File: src/rtl/mer_meas_ctrl.sv
// rtl/mer_meas_ctrl.sv - MER measurement sequencer: window accumulate, average, LUT handshake, capture.
// Optional build macro MER_HOLD_LAST_EN: keep previous mer_out when the LUT reports out-of-range.
module mer_meas_ctrl #(
  parameter int ACC_LOG2    = 12,
  parameter int LUT_LATENCY = 4
) (
  input  logic        clk,
  input  logic        reset,
  input  logic        sym_en,
  input  logic [17:0] sym_power,
  input  logic [17:0] err_power_in,
  input  logic        start,
  input  logic        continuous,
  input  logic [6:0]  approx_mer,
  output logic [17:0] mapper_power,
  output logic [17:0] error_power,
  output logic        lut_en,
  output logic [6:0]  mer_out,
  output logic        mer_valid,
  output logic        mer_oor,
  output logic        busy
);

  localparam int ACC_W  = 17 + ACC_LOG2;
  localparam int WAIT_W = $clog2(LUT_LATENCY + 1);
  localparam logic [WAIT_W-1:0] WAIT_LAST = WAIT_W'(LUT_LATENCY - 1);
  localparam logic [6:0] MER_OOR_CODE = 7'h7F;

  typedef enum logic [2:0] {
    S_IDLE,
    S_ACCUM,
    S_LOAD,
    S_WAIT,
    S_CAPTURE
  } state_t;

  state_t              state_q, state_d;
  logic [ACC_W-1:0]    acc_map_q, acc_map_d;
  logic [ACC_W-1:0]    acc_err_q, acc_err_d;
  logic [ACC_LOG2-1:0] sym_cnt_q, sym_cnt_d;
  logic [WAIT_W-1:0]   wait_cnt_q, wait_cnt_d;
  logic [17:0]         mapper_power_q, mapper_power_d;
  logic [17:0]         error_power_q, error_power_d;
  logic                lut_en_q, lut_en_d;
  logic [6:0]          mer_out_q, mer_out_d;
  logic                mer_valid_q, mer_valid_d;
  logic                mer_oor_q, mer_oor_d;
  logic                busy_q, busy_d;
  logic                lut_says_oor;

  assign lut_says_oor = (approx_mer == MER_OOR_CODE);

  always_comb begin
    state_d        = state_q;
    acc_map_d      = acc_map_q;
    acc_err_d      = acc_err_q;
    sym_cnt_d      = sym_cnt_q;
    wait_cnt_d     = wait_cnt_q;
    mapper_power_d = mapper_power_q;
    error_power_d  = error_power_q;
    lut_en_d       = lut_en_q;
    mer_out_d      = mer_out_q;
    mer_valid_d    = 1'b0;
    mer_oor_d      = mer_oor_q;

    case (state_q)
      S_IDLE: begin
        if (start) begin
          state_d   = S_ACCUM;
          acc_map_d = '0;
          acc_err_d = '0;
          sym_cnt_d = '0;
        end
      end

      S_ACCUM: begin
        if (sym_en) begin
          acc_map_d = acc_map_q + ACC_W'(sym_power);
          acc_err_d = acc_err_q + ACC_W'(err_power_in);
          sym_cnt_d = sym_cnt_q + 1'b1;
          // Counter wraps to zero on the last symbol of the window.
          if (sym_cnt_q == '1) begin
            state_d  = S_LOAD;
            lut_en_d = 1'b1;
          end
        end
      end

      S_LOAD: begin
        mapper_power_d = 18'(acc_map_q >> ACC_LOG2);
        error_power_d  = 18'(acc_err_q >> ACC_LOG2);
        lut_en_d       = 1'b1;
        wait_cnt_d     = '0;
        state_d        = S_WAIT;
      end

      S_WAIT: begin
        if (wait_cnt_q == WAIT_LAST) begin
          state_d = S_CAPTURE;
        end else begin
          wait_cnt_d = wait_cnt_q + 1'b1;
        end
      end

      S_CAPTURE: begin
`ifdef MER_HOLD_LAST_EN
        if (!lut_says_oor) begin
          mer_out_d = approx_mer;
        end
`else
        mer_out_d = approx_mer;
`endif
        mer_oor_d   = lut_says_oor;
        mer_valid_d = 1'b1;
        lut_en_d    = 1'b0;
        if (continuous) begin
          state_d   = S_ACCUM;
          acc_map_d = '0;
          acc_err_d = '0;
          sym_cnt_d = '0;
        end else begin
          state_d = S_IDLE;
        end
      end

      default: begin
        state_d = S_IDLE;
      end
    endcase

    busy_d = (state_d != S_IDLE);
  end

  always_ff @(posedge clk) begin
    if (reset) begin
      state_q        <= S_IDLE;
      acc_map_q      <= '0;
      acc_err_q      <= '0;
      sym_cnt_q      <= '0;
      wait_cnt_q     <= '0;
      mapper_power_q <= '0;
      error_power_q  <= '0;
      lut_en_q       <= 1'b0;
      mer_out_q      <= '0;
      mer_valid_q    <= 1'b0;
      mer_oor_q      <= 1'b0;
      busy_q         <= 1'b0;
    end else begin
      state_q        <= state_d;
      acc_map_q      <= acc_map_d;
      acc_err_q      <= acc_err_d;
      sym_cnt_q      <= sym_cnt_d;
      wait_cnt_q     <= wait_cnt_d;
      mapper_power_q <= mapper_power_d;
      error_power_q  <= error_power_d;
      lut_en_q       <= lut_en_d;
      mer_out_q      <= mer_out_d;
      mer_valid_q    <= mer_valid_d;
      mer_oor_q      <= mer_oor_d;
      busy_q         <= busy_d;
    end
  end

  assign mapper_power = mapper_power_q;
  assign error_power  = error_power_q;
  assign lut_en       = lut_en_q;
  assign mer_out      = mer_out_q;
  assign mer_valid    = mer_valid_q;
  assign mer_oor      = mer_oor_q;
  assign busy         = busy_q;

endmodule

File: config.mk
export PLATFORM = sky130hd
export DESIGN_NAME = mer_meas_ctrl
export DESIGN_NICKNAME = d
export VERILOG_FILES = /design/src/rtl/mer_meas_ctrl.sv
export SDC_FILE = /design/constraint.sdc
export NUM_CORES = 1
export LEC_CHECK = 0
export CORE_MARGIN = 2
export CORE_UTILIZATION = 59
export CTS_CLUSTER_SIZE = 20
export DETAILED_ROUTE_END_ITERATION = 16
export PLACE_DENSITY = 0.86
export SKIP_CTS_REPAIR_TIMING = 1
export SLEW_MARGIN = 20
export SYNTH_ARGS = -nofsm -noshare
export SYNTH_HDL_FRONTEND = slang
export SYNTH_SLANG_ARGS = --single-unit
File: constraint.sdc
create_clock -name clk -period 7.5 [get_ports clk]
set_input_delay 0.75 -clock clk [delete_from_list [all_inputs] [get_ports clk]]
set_output_delay 0.75 -clock clk [all_outputs]
set_load 0.05 [all_outputs]
==> results of run 1 <==
==> stage by stage <==
step	utilization [%]	std cells
after CTS	75.27	1046
after detailed placement	69.58	1014
after global placement	69.58	1014
after global routing	75.27	1046
final	75.27	1046
after floorplan	-	810
==> cells in the mapped netlist (11+ instances only) <==
library cell and n:
sky130_fd_sc_hd__a21o_1 28, sky130_fd_sc_hd__a21oi_1 92, sky130_fd_sc_hd__and3_1 14, sky130_fd_sc_hd__clkbuf_1 20
sky130_fd_sc_hd__dfxtp_1 121, sky130_fd_sc_hd__ha_1 39, sky130_fd_sc_hd__inv_1 21, sky130_fd_sc_hd__nand2_1 141
sky130_fd_sc_hd__nand3_1 29, sky130_fd_sc_hd__nand4_1 11, sky130_fd_sc_hd__nor2_1 59, sky130_fd_sc_hd__nor3_1 13
sky130_fd_sc_hd__o21ai_0 16, sky130_fd_sc_hd__o21ai_1 17, sky130_fd_sc_hd__xnor2_1 22, sky130_fd_sc_hd__xor2_1 22
==> worst paths after layout <==
kind	cells after the start	slack, ns	startpoint	end
worst min-delay path	2	0.45	error_power[7]$_SDFFE_PP0P_	error_power[7]$_SDFFE_PP0P_
worst max-delay path	12	4.26	err_power_in[0]	acc_err_q[20]$_SDFFE_PP0P_
worst max register to register	11	4.62	acc_err_q[0]$_SDFFE_PP0P_	acc_err_q[20]$_SDFFE_PP0P_
worst min register to register	2	0.45	error_power[7]$_SDFFE_PP0P_	error_power[7]$_SDFFE_PP0P_
==> metal layers <==
layer  part of all wire [%]  vias to the layer above  GRT usage (%)
met5                      0                        -              0
met4                    2.6                        0          12.30
met3                    6.9                       43          8.595
met2                     48                      257          47.97
met1                     42                     2908          35.99
li1                       -                     3034              -
==> power breakdown <==
part | internal (W) | total (W) | switching, W
clock network | 0.000539 | 0.000843 | 0.000304
logic | 0.0000885 | 0.000217 | 0.000129
registers | 0.000656 | 0.000666 | 0.0000100
==> registers in the layout, indices dropped and copies added, names as in the netlist, 3 cells and up <==
name          cells
acc_err_q        29
wait_cnt_q        3
mapper_power     17
mer_out           7
error_power      17
sym_cnt_q        12
acc_map_q        29
state_q           3
==> cells by family after synthesis <==
logic type | after synthesis
simple gates | 308
flops | 121
buf+inv | 58
other cells | 1
fa+ha+maj | 41
compound gates | 232
mux | 4
xor+xnor | 44
==> critical path, delay by kind of cell <==
family	cells	cell delay, ns
AOI/OAI and AO/OA	5	1.31
adders and majority gates	2	0.58
buffers and inverters	2	0.53
xor gates and xnor gates	1	0.18
and+or+nand+nor	2	0.30
==> layout make-up <==
class | count | area [µm²]
multi-input cells | 631 | 3890
fillers | 826 | 2681
flip-flops and latches | 121 | 2422
repair buffers | 99 | 968.4
clock buffers | 17 | 414.1
clock inverters | 15 | 202.7
well taps | 140 | 175.2
inverters | 23 | 86.33
==> flow_metrics.tcl, run 1 <==
set metrics [dict create \
    outcome "finished, final reports clean" \
    critical_path.slowest_cell "sky130_fd_sc_hd__clkdlybuf4s50_1" \
    ioPinCount 95 \
    die_width_um 109.4 \
    total_leakage_power_nw 3.188 \
    grt-ovfl-total 0 \
    synth-warning-count 0 \
    final_report_setup_violation_count 0 \
    final_layout_size_suffix_gt1_share_pct 6.402 \
    syn_area_per_cell_um2 8.095 \
    core_region_area_um2 10840 \
    critical_path_class "in2reg" \
    synth_xor_area_share_pct 5.885 \
    synthCells 809 \
    worstPathMaxFanout 4 \
    post_drt_wl_per_cell_um 15.89 \
    detail_route.iter0.violations 479 \
    async_flop_share_pct 0 \
    multiplexer_fraction_of_the_synthesized_cell_area_pct 0.6878 \
    antenna_found_initial 0 \
    syn_area_um2 6549 \
    synth_top_family_by_area "compound AO/OA/AOI/OAI gates" \
    buffers_on_ports 92 \
    power_w 0.001726 \
    synthDistinctLibCells 78 \
    place_area_um2 7542 \
    cts_inserted_buffers 17 \
    cts_htree_levels 4 \
    clkLatencyLatePin_ns 0.53 \
    grt_pass1_wl_mm 27.74 \
    simple_gate_area_share_of_the_yosys_netlist_pct 21.44 \
    dr_total_vias 6242 \
    cts_num_sinks 121 \
    dominant_register_cell_in_the_synthesized_netlist "sky130_fd_sc_hd__dfxtp_1" \
    post-route-period-util_pct 43.16 \
    final_common_cell "sky130_fd_sc_hd__nand2_1" \
    slowest_delay_ns 0.47 \
    critical_path_required_ns 7.91 \
    final-hold-violation-count 0 \
    finClkSkew_ns 0.005255 \
    routed_wl_mm 16.62 \
    place_ws_ns 3.823 \
    synth_adder_area_share_pct 8.063 \
    worst_pin_slew_ns 0.9740 \
    antenna_violating_nets_left 0 \
    synth_top_cell_area_share_pct 36.99 \
    fin_max_slew_vios 0 \
    groute.usage.overall_pct 29.30 \
    finalInstanceArea_um2 8159 \
    grt_start_max_net_pins 77 \
    initial_core_util_pct 60.41 \
    layout_common_cells "sky130_fd_sc_hd__nand2_1 (141), sky130_fd_sc_hd__dfxtp_1 (121), sky130_fd_sc_hd__a21oi_1 (92)" \
    detailed_place_hpwl_mm 11.30 \
    syn_to_final_growth_pct 24.59 \
    fin_ws_ns 4.263 \
    grt_pass1_vias 6030 \
    fp-row-count 38 \
    hold_path.class "reg2reg" \
    routabilityCongestion 0.9262 \
    cts_tree "done" \
    synth.area.top_cells "sky130_fd_sc_hd__dfxtp_1 (37%), sky130_fd_sc_hd__nand2_1 (8.1%), sky130_fd_sc_hd__ha_1 (7.5%)" \
    clk_pin_slew_worst_paths_ns 0.06 \
    grt_setup_unrepaired "false" \
    die_area_um2 11960 \
    antenna_cells 0 \
    synth_area_in_compound_gates_pct 23.18 \
    number_of_synthesized_flops_with_an_enable_pin 0 \
    vdd_drop_max_v 0.0001675 \
    fin_setup_tns_ns 0 \
    crit_chain "clkdlybuf4s50_1 > ha_1 > inv_1 > fa_1 > and2b_1 > o211ai_2 > a31oi_2 > a2111oi_2 > o32a_1 > o31ai_1 > xnor2_1 > nor2_1" \
    first_pass_iters 6 \
    synth_top_area_cell "sky130_fd_sc_hd__dfxtp_1" \
    cts-root-buf "sky130_fd_sc_hd__clkbuf_8" \
    timing.hold.ws_ns 0.4518 \
    signal_arrival_time_at_the_worst_endpoint_ns 3.65 \
    post-route-min-period_ns 3.237 \
    maxCapViolations 0 \
    max_freq_mhz 308.9 \
    cp-end-kind "register" \
    startpoint_type "input pin" \
    timing.slew.headroom_pct 35.07 \
    fp.dieH_um 109.4 \
    fin_nets 982 \
    synth.ff_latch_count 121 \
    route.detailed.drc 0 \
    vias_per_cell 5.967 \
    pwr_density_cell_nw_per_um2 211.6 \
    synth.yosys.seq_area_share_pct 36.99 \
    longest_clk_path_bufs 2 \
]
No activity file was read; power rests on OpenSTA's default activity.
==> run 2: changes to the inputs <==
- CORE_UTILIZATION: 59 -> 50
- PLACE_DENSITY: 0.86 -> 0.77
- clock period: 7.5 -> 2.75 ns (I/O delays scaled with it)
==> flow_metrics.tcl, run 2 (synthesis results as in run 1) <==
set metrics [dict create \
    post-route-util_pct 67.74 \
    largest_registers "acc_err_q: 29 flops, acc_map_q: 29 flops" \
    worst_pin_slew_ns 0.8147 \
    routed.top_layer "met4" \
    total_leakage_power_nw 3.414 \
    hold_path.class "in2reg" \
    grt_start_max_net_pins 36 \
    wl_met1_mm 7.695 \
    antenna_found_initial 0 \
    final_common_cell "sky130_fd_sc_hd__nand2_1" \
    sequentialPowerShare_pct 37.4 \
    finClkSkew_ns 0.006586 \
    groute.usage.overall_pct 22.83 \
    core_region_area_um2 12720 \
    fin_max_slew_vios 0 \
    worstPathMaxFanout 4 \
    antenna_violating_nets_left 0 \
    grt-ovfl-total 0 \
    longest_clk_path_bufs 2 \
    die_width_um 118.4 \
    vias_per_cell 5.452 \
    switchingPower_w 0.001228 \
    vdd_drop_max_v 0.0003541 \
    outcome "finished, final reports clean" \
    swShare_pct 25.28 \
    critical_path_class "reg2reg" \
    ioPinCount 95 \
    int_pwr_w 0.003629 \
    signal_arrival_time_at_the_worst_endpoint_ns 2.95 \
    cts_tree "done" \
    fp.dieH_um 118.4 \
    cp-end-kind "register" \
    post-route-period-util_pct 95.57 \
    critical_path_required_ns 3.07 \
    die_area_um2 14030 \
    fp-row-count 41 \
    wl_met3_um 827 \
    final-hold-violation-count 0 \
    cts_inserted_buffers 17 \
    initial_core_util_pct 51.48 \
    cts_num_sinks 121 \
    place_ws_ns -0.3484 \
    final_report_setup_violation_count 0 \
    cts-root-buf "sky130_fd_sc_hd__clkbuf_16" \
    place_area_um2 7903 \
    maxCapViolations 0 \
    routed_wl_mm 15.98 \
    max_freq_mhz 380.5 \
    finalInstanceArea_um2 8618 \
    timing.slew.headroom_pct 45.27 \
    grt_pass1_vias 5637 \
    syn_to_final_growth_pct 31.60 \
    cts_htree_levels 4 \
    dr_total_vias 6112 \
    clkLatencyLatePin_ns 0.42 \
    detailed_place_hpwl_mm 11.29 \
    fin_ws_ns 0.1219 \
    buffers_on_ports 92 \
    clk_pin_slew_worst_paths_ns 0.06 \
    detailroute.wirelength.met2_mm 7.203 \
    pwr-share-comb_pct 13.5 \
    final_layout_size_suffix_gt1_share_pct 11.59 \
    route.detailed.drc 0 \
    fin_setup_tns_ns 0 \
    routabilityCongestion 0.9810 \
    detail_route.iter0.violations 368 \
    fin_nets 1025 \
    startpoint_type "register" \
    antenna_cells 0 \
    post_drt_wl_per_cell_um 14.26 \
    grt_pass1_wl_mm 26.23 \
    first_pass_iters 5 \
    power_frac_clock_pct 49.1 \
    post-route-min-period_ns 2.628 \
    pwr_density_cell_nw_per_um2 563.5 \
    layout_common_cells "sky130_fd_sc_hd__nand2_1 (141), sky130_fd_sc_hd__dfxtp_1 (121), sky130_fd_sc_hd__a21oi_1 (92)" \
]
## run 2: changes by cell type in the layout (fill, tap and decap cells not counted), moves of 2 or more
cell                       previous run  this run
sky130_fd_sc_hd__buf_4                7        49
sky130_fd_sc_hd__a211oi_1             5         2
sky130_fd_sc_hd__inv_6                0         3
sky130_fd_sc_hd__clkinv_4             4         1
sky130_fd_sc_hd__a211oi_2             1         3
## run 2: power by group through the flow
stage | clock network (W) | registers (W) | logic [W]
floorplan | 0 | 0.00185 | 0.000404
finish | 0.00238 | 0.00182 | 0.000658
global route | 0.00249 | 0.00182 | 0.000723
global placement | 0 | 0.00185 | 0.000635
CTS | 0.00241 | 0.00181 | 0.000646
detailed placement | 0 | 0.00185 | 0.000639
## run 2: final timing paths
check / from / end / slack [ns] / cells past startpoint
hold reg to reg: mapper_power[14]$_SDFFE_PP0P_ / mapper_power[14]$_SDFFE_PP0P_ / 0.45 / 2
setup / recovery: acc_err_q[0]$_SDFFE_PP0P_ / acc_err_q[28]$_SDFFE_PP0P_ / 0.12 / 11
setup reg to reg: acc_err_q[0]$_SDFFE_PP0P_ / acc_err_q[28]$_SDFFE_PP0P_ / 0.12 / 11
hold / removal: reset / wait_cnt_q[0]$_SDFFE_PP0P_ / 0.25 / 2
## run 2: cell type report
type,instances,area [µm²]
Fill cell,1094,4104
Multi-Input combinational cell,631,3956
Sequential cell,121,2422
Timing Repair Buffer,142,1304
Clock buffer,18,439.2
Tap cell,172,215.2
Clock inverter,14,195.2
Inverter,23,86.33
## run 2: metrics by stage
stage / std cells / hold WS [ns] / total power [W]
floorplan: 810 / 0.4110 / 0.002252
global placement: 1087 / 0.4369 / 0.002486
detailed placement: 1087 / 0.4416 / 0.002491
CTS: 1119 / 0.2547 / 0.004870
global route: 1121 / 0.2881 / 0.005034
finish: 1121 / 0.2507 / 0.004857
## run 2: routing by layer
| metal | global-route usage [%] | up-vias |
|---|---|---|
| met3 | 5.019 | 23 |
| met2 | 36.56 | 178 |
| met5 | 0 | - |
| met4 | 8.036 | 0 |
| met1 | 30.30 | 2788 |
| li1 | - | 3123 |
## run 2: worst max-delay path, cell delays in order (launching register included)
cell and delay, ns:
sky130_fd_sc_hd__dfxtp_1 0.33, sky130_fd_sc_hd__ha_2 0.18, sky130_fd_sc_hd__inv_2 0.04, sky130_fd_sc_hd__fa_2 0.35, sky130_fd_sc_hd__and2b_1 0.23, sky130_fd_sc_hd__o211ai_2 0.14, sky130_fd_sc_hd__a31oi_4 0.22, sky130_fd_sc_hd__a2111oi_4 0.10
sky130_fd_sc_hd__o32a_1 0.43, sky130_fd_sc_hd__o31a_1 0.31, sky130_fd_sc_hd__xor2_1 0.13, sky130_fd_sc_hd__nor2_1 0.05
